<file path="config.mk">
export PLATFORM = sky130hd
export DESIGN_NAME = pmodacl2_sample_reader_flat
export DESIGN_NICKNAME = d
export VERILOG_FILES = /design/src/rtl/pmodacl2_sample_reader_if.sv /design/src/rtl/pmodacl2_sample_reader.sv /design/src/flat_wrapper.sv
export SDC_FILE = /design/constraint.sdc
export NUM_CORES = 1
export LEC_CHECK = 0
export BUFFER_PORTS_ARGS = -buffer_cell sky130_fd_sc_hd__buf_2
export CORE_UTILIZATION = 54
export DETAILED_ROUTE_END_ITERATION = 10
export PLACE_DENSITY = 0.76
export SLEW_MARGIN = 40
export SYNTH_ARGS = -nofsm -noshare
export SYNTH_HDL_FRONTEND = slang
export SYNTH_SLANG_ARGS = --single-unit
</file>
<file path="constraint.sdc">
create_clock -name clk_sys -period 3.15 [get_ports clk_sys]
set_input_delay 0.1575 -clock clk_sys [delete_from_list [all_inputs] [get_ports clk_sys]]
set_output_delay 0.1575 -clock clk_sys [all_outputs]
set_load 0.02 [all_outputs]
</file>
<file path="src/rtl/pmodacl2_sample_reader_if.sv">
// Host command/response channel for pmodacl2_sample_reader.
// master = host side, slave = reader side.
interface pmodacl2_sample_reader_if;
    logic       cmd_valid;
    logic       cmd_ready;
    logic       cmd_write;
    logic [5:0] cmd_addr;
    logic [7:0] cmd_wdata;
    logic       rsp_valid;
    logic [7:0] rsp_rdata;

    modport master (
        output cmd_valid, cmd_write, cmd_addr, cmd_wdata,
        input  cmd_ready, rsp_valid, rsp_rdata
    );

    modport slave (
        input  cmd_valid, cmd_write, cmd_addr, cmd_wdata,
        output cmd_ready, rsp_valid, rsp_rdata
    );
endinterface

</file>
<file path="src/rtl/pmodacl2_sample_reader.sv">
// SPI mode-0 master for the ADXL362 on a PmodACL2: host register access plus INT1-driven XYZ bursts.
// Define PMODACL2_READER_TEMP_EN to extend each burst with TEMP_L/TEMP_H and drive temperature.
module pmodacl2_sample_reader #(
    parameter int unsigned CLK_DIV = 4
) (
    input  logic                           clk_sys,
    input  logic                           rst,
    pmodacl2_sample_reader_if.slave        host,
    input  logic                           auto_en,
    input  logic                           int1,
    output logic                           sample_valid,
    output logic [11:0]                    xdata,
    output logic [11:0]                    ydata,
    output logic [11:0]                    zdata,
    output logic [11:0]                    temperature,
    output logic                           SCLK,
    output logic                           MOSI,
    output logic                           nCS,
    input  logic                           MISO
);

`ifdef PMODACL2_READER_TEMP_EN
    localparam int unsigned BurstBytes = 10;
`else
    localparam int unsigned BurstBytes = 8;
`endif
    // Received bytes after instruction/address, oldest in the top byte.
    localparam int unsigned HistW     = 8 * (BurstBytes - 2);
    localparam logic [3:0]  CmdLast   = 4'd2;
    localparam logic [3:0]  BurstLast = 4'(BurstBytes - 1);
    localparam logic [7:0]  DivLast   = 8'(CLK_DIV - 1);

    typedef enum logic [2:0] {StIdle, StCsSetup, StShift, StCsHold, StCsGap} state_e;

    state_e           state_q, state_d;
    logic [7:0]       div_q, div_d;
    logic [2:0]       bit_q, bit_d;
    logic [3:0]       byte_q, byte_d;
    logic             burst_q, burst_d;
    logic             write_q, write_d;
    logic [5:0]       addr_q, addr_d;
    logic [7:0]       wdata_q, wdata_d;
    logic [7:0]       tx_q, tx_d;
    logic [7:0]       rx_q, rx_d;
    logic [HistW-1:0] hist_q, hist_d;
    logic             sclk_q, sclk_d;
    logic             ncs_q, ncs_d;
    logic             rsp_valid_q, rsp_valid_d;
    logic [7:0]       rsp_rdata_q, rsp_rdata_d;
    logic             smp_valid_q, smp_valid_d;
    logic [11:0]      x_q, x_d, y_q, y_d, z_q, z_d;
    logic             int1_meta_q, int1_sync_q;
    logic             div_done, last_byte, burst_done;
    logic [7:0]       next_byte;
    logic             unused_hist;

    assign div_done   = (div_q == DivLast);
    assign last_byte  = burst_q ? (byte_q == BurstLast) : (byte_q == CmdLast);
    assign burst_done = (state_q == StCsHold) && div_done && burst_q;

    // Byte to send after the one currently finishing.
    always_comb begin
        next_byte = 8'h00;
        if (byte_q == 4'd0) begin
            next_byte = burst_q ? 8'h0E : {2'b00, addr_q};
        end else if (byte_q == 4'd1 && !burst_q && write_q) begin
            next_byte = wdata_q;
        end
    end

    always_comb begin
        state_d     = state_q;
        div_d       = div_q;
        bit_d       = bit_q;
        byte_d      = byte_q;
        burst_d     = burst_q;
        write_d     = write_q;
        addr_d      = addr_q;
        wdata_d     = wdata_q;
        tx_d        = tx_q;
        rx_d        = rx_q;
        hist_d      = hist_q;
        sclk_d      = sclk_q;
        ncs_d       = ncs_q;
        rsp_valid_d = 1'b0;
        rsp_rdata_d = rsp_rdata_q;
        smp_valid_d = 1'b0;
        x_d         = x_q;
        y_d         = y_q;
        z_d         = z_q;
        case (state_q)
            StIdle: begin
                ncs_d  = 1'b1;
                sclk_d = 1'b0;
                div_d  = 8'd0;
                if (host.cmd_valid || (auto_en && int1_sync_q)) begin
                    state_d = StCsSetup;
                    ncs_d   = 1'b0;
                    bit_d   = 3'd0;
                    byte_d  = 4'd0;
                    burst_d = !host.cmd_valid;
                    tx_d    = (host.cmd_valid && host.cmd_write) ? 8'h0A : 8'h0B;
                    if (host.cmd_valid) begin
                        write_d = host.cmd_write;
                        addr_d  = host.cmd_addr;
                        wdata_d = host.cmd_wdata;
                    end
                end
            end
            StCsSetup: begin
                div_d = div_q + 8'd1;
                if (div_done) begin
                    div_d   = 8'd0;
                    state_d = StShift;
                end
            end
            StShift: begin
                div_d = div_q + 8'd1;
                if (div_done) begin
                    div_d = 8'd0;
                    if (!sclk_q) begin
                        sclk_d = 1'b1;
                        rx_d   = {rx_q[6:0], MISO};
                    end else begin
                        sclk_d = 1'b0;
                        if (bit_q == 3'd7) begin
                            hist_d = {hist_q[HistW-9:0], rx_q};
                            if (last_byte) begin
                                state_d = StCsHold;
                                tx_d    = 8'h00;
                            end else begin
                                byte_d = byte_q + 4'd1;
                                bit_d  = 3'd0;
                                tx_d   = next_byte;
                            end
                        end else begin
                            bit_d = bit_q + 3'd1;
                            tx_d  = {tx_q[6:0], 1'b0};
                        end
                    end
                end
            end
            StCsHold: begin
                div_d = div_q + 8'd1;
                if (div_done) begin
                    div_d   = 8'd0;
                    state_d = StCsGap;
                    ncs_d   = 1'b1;
                    if (burst_q) begin
                        smp_valid_d = 1'b1;
                        x_d = {hist_q[HistW-13 -: 4], hist_q[HistW-1  -: 8]};
                        y_d = {hist_q[HistW-29 -: 4], hist_q[HistW-17 -: 8]};
                        z_d = {hist_q[HistW-45 -: 4], hist_q[HistW-33 -: 8]};
                    end else begin
                        rsp_valid_d = 1'b1;
                        rsp_rdata_d = hist_q[7:0];
                    end
                end
            end
            StCsGap: begin
                div_d = div_q + 8'd1;
                if (div_done) begin
                    div_d   = 8'd0;
                    state_d = StIdle;
                end
            end
            default: state_d = StIdle;
        endcase
    end

    always_ff @(posedge clk_sys) begin
        if (rst) begin
            state_q     <= StIdle;
            div_q       <= 8'd0;
            bit_q       <= 3'd0;
            byte_q      <= 4'd0;
            burst_q     <= 1'b0;
            write_q     <= 1'b0;
            addr_q      <= 6'd0;
            wdata_q     <= 8'd0;
            tx_q        <= 8'd0;
            rx_q        <= 8'd0;
            hist_q      <= '0;
            sclk_q      <= 1'b0;
            ncs_q       <= 1'b1;
            rsp_valid_q <= 1'b0;
            rsp_rdata_q <= 8'd0;
            smp_valid_q <= 1'b0;
            x_q         <= 12'd0;
            y_q         <= 12'd0;
            z_q         <= 12'd0;
            int1_meta_q <= 1'b0;
            int1_sync_q <= 1'b0;
        end else begin
            state_q     <= state_d;
            div_q       <= div_d;
            bit_q       <= bit_d;
            byte_q      <= byte_d;
            burst_q     <= burst_d;
            write_q     <= write_d;
            addr_q      <= addr_d;
            wdata_q     <= wdata_d;
            tx_q        <= tx_d;
            rx_q        <= rx_d;
            hist_q      <= hist_d;
            sclk_q      <= sclk_d;
            ncs_q       <= ncs_d;
            rsp_valid_q <= rsp_valid_d;
            rsp_rdata_q <= rsp_rdata_d;
            smp_valid_q <= smp_valid_d;
            x_q         <= x_d;
            y_q         <= y_d;
            z_q         <= z_d;
            int1_meta_q <= int1;
            int1_sync_q <= int1_meta_q;
        end
    end

`ifdef PMODACL2_READER_TEMP_EN
    logic [11:0] t_q;
    always_ff @(posedge clk_sys) begin
        if (rst) begin
            t_q <= 12'd0;
        end else if (burst_done) begin
            t_q <= {hist_q[3:0], hist_q[15:8]};
        end
    end
    assign temperature = t_q;
`else
    assign temperature = 12'd0;
`endif

    // Sign-extension nibbles of the H bytes are intentionally dropped.
    assign unused_hist    = ^{hist_q, burst_done};
    assign host.cmd_ready = (state_q == StIdle) && !rst;
    assign host.rsp_valid = rsp_valid_q;
    assign host.rsp_rdata = rsp_rdata_q;
    assign sample_valid   = smp_valid_q;
    assign xdata          = x_q;
    assign ydata          = y_q;
    assign zdata          = z_q;
    assign SCLK           = sclk_q;
    assign MOSI           = tx_q[7];
    assign nCS            = ncs_q;

endmodule
</file>
<file path="src/flat_wrapper.sv">
// flat-port wrapper written by rule: the top's interface ports become plain ports
module pmodacl2_sample_reader_flat 
#(
    parameter int unsigned CLK_DIV = 4
)
  (clk_sys, rst, auto_en, int1, sample_valid, xdata, ydata, zdata, temperature, SCLK, MOSI, nCS, MISO, host_cmd_valid, host_cmd_write, host_cmd_addr, host_cmd_wdata, host_cmd_ready, host_rsp_valid, host_rsp_rdata);
  pmodacl2_sample_reader_if host_i ();
  input  logic clk_sys;
  input  logic rst;
  input  logic auto_en;
  input  logic int1;
  output logic sample_valid;
  output logic [11:0] xdata;
  output logic [11:0] ydata;
  output logic [11:0] zdata;
  output logic [11:0] temperature;
  output logic SCLK;
  output logic MOSI;
  output logic nCS;
  input  logic MISO;
  input wire logic [$bits(host_i.cmd_valid)-1:0] host_cmd_valid;
  input wire logic [$bits(host_i.cmd_write)-1:0] host_cmd_write;
  input wire logic [$bits(host_i.cmd_addr)-1:0] host_cmd_addr;
  input wire logic [$bits(host_i.cmd_wdata)-1:0] host_cmd_wdata;
  output wire logic [$bits(host_i.cmd_ready)-1:0] host_cmd_ready;
  output wire logic [$bits(host_i.rsp_valid)-1:0] host_rsp_valid;
  output wire logic [$bits(host_i.rsp_rdata)-1:0] host_rsp_rdata;
  assign host_i.cmd_valid = host_cmd_valid;
  assign host_i.cmd_write = host_cmd_write;
  assign host_i.cmd_addr = host_cmd_addr;
  assign host_i.cmd_wdata = host_cmd_wdata;
  assign host_cmd_ready = host_i.cmd_ready;
  assign host_rsp_valid = host_i.rsp_valid;
  assign host_rsp_rdata = host_i.rsp_rdata;
  pmodacl2_sample_reader #(.CLK_DIV(CLK_DIV)) u_core (.clk_sys(clk_sys), .rst(rst), .host(host_i), .auto_en(auto_en), .int1(int1), .sample_valid(sample_valid), .xdata(xdata), .ydata(ydata), .zdata(zdata), .temperature(temperature), .SCLK(SCLK), .MOSI(MOSI), .nCS(nCS), .MISO(MISO));
endmodule
</file>
==> metrics.md <==
| Metric | Value |
|---|---|
| Outcome | complete, no violations |
| Layout cells sized above 1 | 15.1% |
| Setup repair after global routing missed its margin | false |
| Syn-to-layout area delta | 19.1% |
| CTS Buffer Depth | 2 |
| Number of antenna violations at the first check in global routing | 0 |
| Clock period minus final worst setup slack | 2.51 ns |
| Clock network fraction of design power | 49.8% |
| Final worst setup slack | 0.640 ns |
| Area contributors post-synth | dfxtp_1 (49%), nand2_1 (13%), a21oi_1 (9.1%), mux2i_1 (3.0%), clkbuf_1 (2.2%) |
| Max cap viols | 0 |
| Leakage Power | 2.66 nW |
| Cells resized by post-CTS repair | 0 |
| Post-DP HPWL | 8.30 mm |
| Layout filler cell count | 912 |
| Warning count from the yosys run | 0 |
| Most instantiated library cell after synthesis | nand2_1 |
| Pre-CTS setup slack | 0.709 ns |
| Chip Width | 107 um |
| Nets | 814 |
| Peak supply drop | 0.333 mV |
| Worst Setup Path Type | reg -> reg |
| TritonCTS clock tree | yes |
| DRC marker count from the first detailed-route iteration | 378 |
| Critical path capture point type | flop |
| Area used by multi-input combinational logic | 2760 um2 |
| Worst skew pair latency | 0.53 ns |
| Part of the cycle the worst path needs | 79.7% |
| Placed cell areas | 6320 um2 |
| Final wirelength | 13.6 mm |
| Count of distinct cell types in the synthesized netlist | 62 |
| Die outline height | 107 um |
| Starting Density | 55.2% |
| Achievable Freq | 398 MHz |
| Most instantiated cells after synthesis | nand2_1 (215), dfxtp_1 (148), a21oi_1 (109), clkbuf_1 (35), nor2_1 (27) |
| Synth Flop Type | dfxtp_1 |
| Count of final setup violators | 0 |
| Average routed wire per standard cell | 14.5 um |
| Transition time at the pin with the least slew margin | 0.842 ns |
| Register bit total from synthesis | 148 |
| Via Count | 5210 |
| Port Buffers | 70 |
| Data arrival time of the critical path | 2.89 ns |
| Remaining antenna violation count after routing | 0 |
| Synth Cell Area | 5990 um2 |
| Post-Layout Inst Area | 7130 um2 |
| Sequential cell area | 2960 um2 |
| Filler-free cell count of the finished design | 940 |
| Reg power frac | 45.7% |
| Area share of the largest cell type after synthesis | 49.5% |
| Clock slew at the register clock pins of the worst setup and hold paths | 0.06 ns |
| Number of clock sinks | 148 |
| Fin Setup TNS | 0 ns |
| Final weighted congestion in routability-driven placement | 0.831 |
| Total number of placement rows | 38 |
| Power per Cell Area | 590 nW/um2 |
| Share of async-settable or async-resettable flops after synthesis | 0% |
| Pin count of the biggest net entering global routing | 89 |
| Share of the yosys chip area belonging to registers | 49.5% |
| Hold violation total from the final report | 0 |
| Post-synth EDFFs | 0 |
| Post-route clock skew | 0.0108 ns |
| Placed Cells | 891 |
| Post-synthesis area per instance | 8.27 um2 |
| Combinational share of power | 4.5% |
| DRC violations left | 0 |
| Startpoint type of the worst setup path | flop |
| Cells after Synth | 724 |
| Global-route wire length before repair | 22.4 mm |
| DIE AREA | 11500 um2 |
| Post-synthesis cell type with the largest combined area | dfxtp_1 |
| Post-layout power | 4.21 mW |
| Number of levels the H-tree was split into | 4 |
| Worst-case headroom to the max-slew limit | 43.4% |
| I/O Pins | 83 |
| Worst-path fanout max | 48 |
| Vias in the first global route | 4717 |
| Design internal power | 3.25 mW |
| Antenna diode instance count | 0 |
| WHS | 0.0328 ns |
| Switch share | 22.7% |
| Total core area | 10800 um2 |
| Net Switching | 0.953 mW |
| Vias per inst | 5.54 |
| All-layer global routing usage | 24.6% |
| Max-slew violations | 0 |
| HP Class | in -> reg |
| Core Util, Final | 65.8% |
| Worst path required time | 3.53 ns |
| GRT overflow | 0 |
| Pre-Repair DR Iteration Count | 5 |
| Total clock buffers created by CTS | 17 |
| Clk Tree Root Cell | clkbuf_8 |
per-layer routing:
layer	routed length (um)	global-route usage, %
met5	0	0
met1	6280	33.1
met2	6430	38.4
met4	196	9.49
met3	696	5.63
state kept, by name, indices dropped and copies added (netlist names), 4 cells and up:
| register | flops |
|---|---|
| u_core.div_q | 8 |
| u_core.tx_q | 8 |
| u_core.hist_q | 48 |
| u_core.addr_q | 6 |
| u_core.host.rsp_rdata | 8 |
| u_core.zdata | 12 |
| u_core.byte_q | 4 |
| u_core.ydata | 12 |
| u_core.wdata_q | 8 |
| u_core.xdata | 12 |
| u_core.rx_q | 8 |
repair_timing:
action                    in CTS  in global routing
setup buffers                  0                  0
hold buffers                  17                  0
hold endpoints to repair      17                  0
critical path: stages, from the launching register on:
cell	delay [ns]
dfxtp_1	0.41
ha_1	0.31
or3b_1	0.58
or4_1	0.53
buf_4	0.30
nand2_1	0.16
a21oi_1	0.08
path summary, 6_finish.rpt:
| check | from | endpoint | slack (ns) | cells after the start |
|---|---|---|---|---|
| worst min register to register | u_core.ydata[5]$_SDFFE_PP0P_ | u_core.ydata[5]$_SDFFE_PP0P_ | 0.45 | 2 |
| worst max-delay path | u_core.div_q[0]$_SDFFE_PP0P_ | u_core.hist_q[16]$_SDFFE_PP0P_ | 0.64 | 6 |
| worst max register to register | u_core.div_q[0]$_SDFFE_PP0P_ | u_core.hist_q[16]$_SDFFE_PP0P_ | 0.64 | 6 |
| worst min-delay path | auto_en | u_core.burst_q$_SDFFE_PP0P_ | 0.03 | 3 |
cells by family (layout without fill, tap and decap cells):
group | count (synthesis) | count (layout) | synth area share [%]
AND/OR/NAND/NOR | 316 | 316 | 23.6
AO/OA/AOI/OAI | 163 | 163 | 16.3
flip-flops | 148 | 148 | 49.5
buffers and inverters | 68 | 133 | 5.62
multiplexers | 20 | 20 | 3.38
adder cells (fa/ha/maj) | 7 | 7 | 1.42
other | 1 | 12 | 0.0626
XOR/XNOR | 1 | 1 | 0.146
power by group through the flow:
stage | combinational, mW | clock [mW] | sequential (mW)
floorplan | 0.142 | 0 | 1.95
detailed placement | 0.168 | 0 | 1.96
finish | 0.189 | 2.09 | 1.92
global route | 0.210 | 2.20 | 1.92
global placement | 0.165 | 0 | 1.96
CTS | 0.187 | 2.12 | 1.92
cell usage in the layout (no fill, tap or decap), types with 4 or more instances in the layout:
master / netlist / layout
nor3_1: 11 / 11
nand2_1: 215 / 215
conb_1: 1 / 12
a21oi_1: 109 / 109
a211oi_1: 4 / 4
o21ai_0: 6 / 6
mux2i_1: 18 / 18
a31oi_1: 4 / 4
inv_1: 5 / 5
dfxtp_1: 148 / 148
ha_1: 6 / 6
dlygate4sd3_1: 0 / 17
and3_1: 4 / 4
nand4_1: 12 / 12
nor2_1: 27 / 27
clkbuf_16: 0 / 16
clkbuf_8: 0 / 4
buf_2: 11 / 69
nor2b_1: 6 / 6
o211a_1: 4 / 4
buf_4: 12 / 9
nor4_1: 5 / 4
a311oi_1: 4 / 4
nand3_1: 12 / 12
area by class of cell:
type,count,share of cell area (%)
Sequential cell,148,41.6
Clock inverter,12,2.33
Clock buffer,20,6.39
Multi-Input combinational cell,519,38.7
Tap cell,140,2.46
Timing Repair Buffer,96,8.33
Inverter,5,0.263
(Power assumes the default switching activity.)
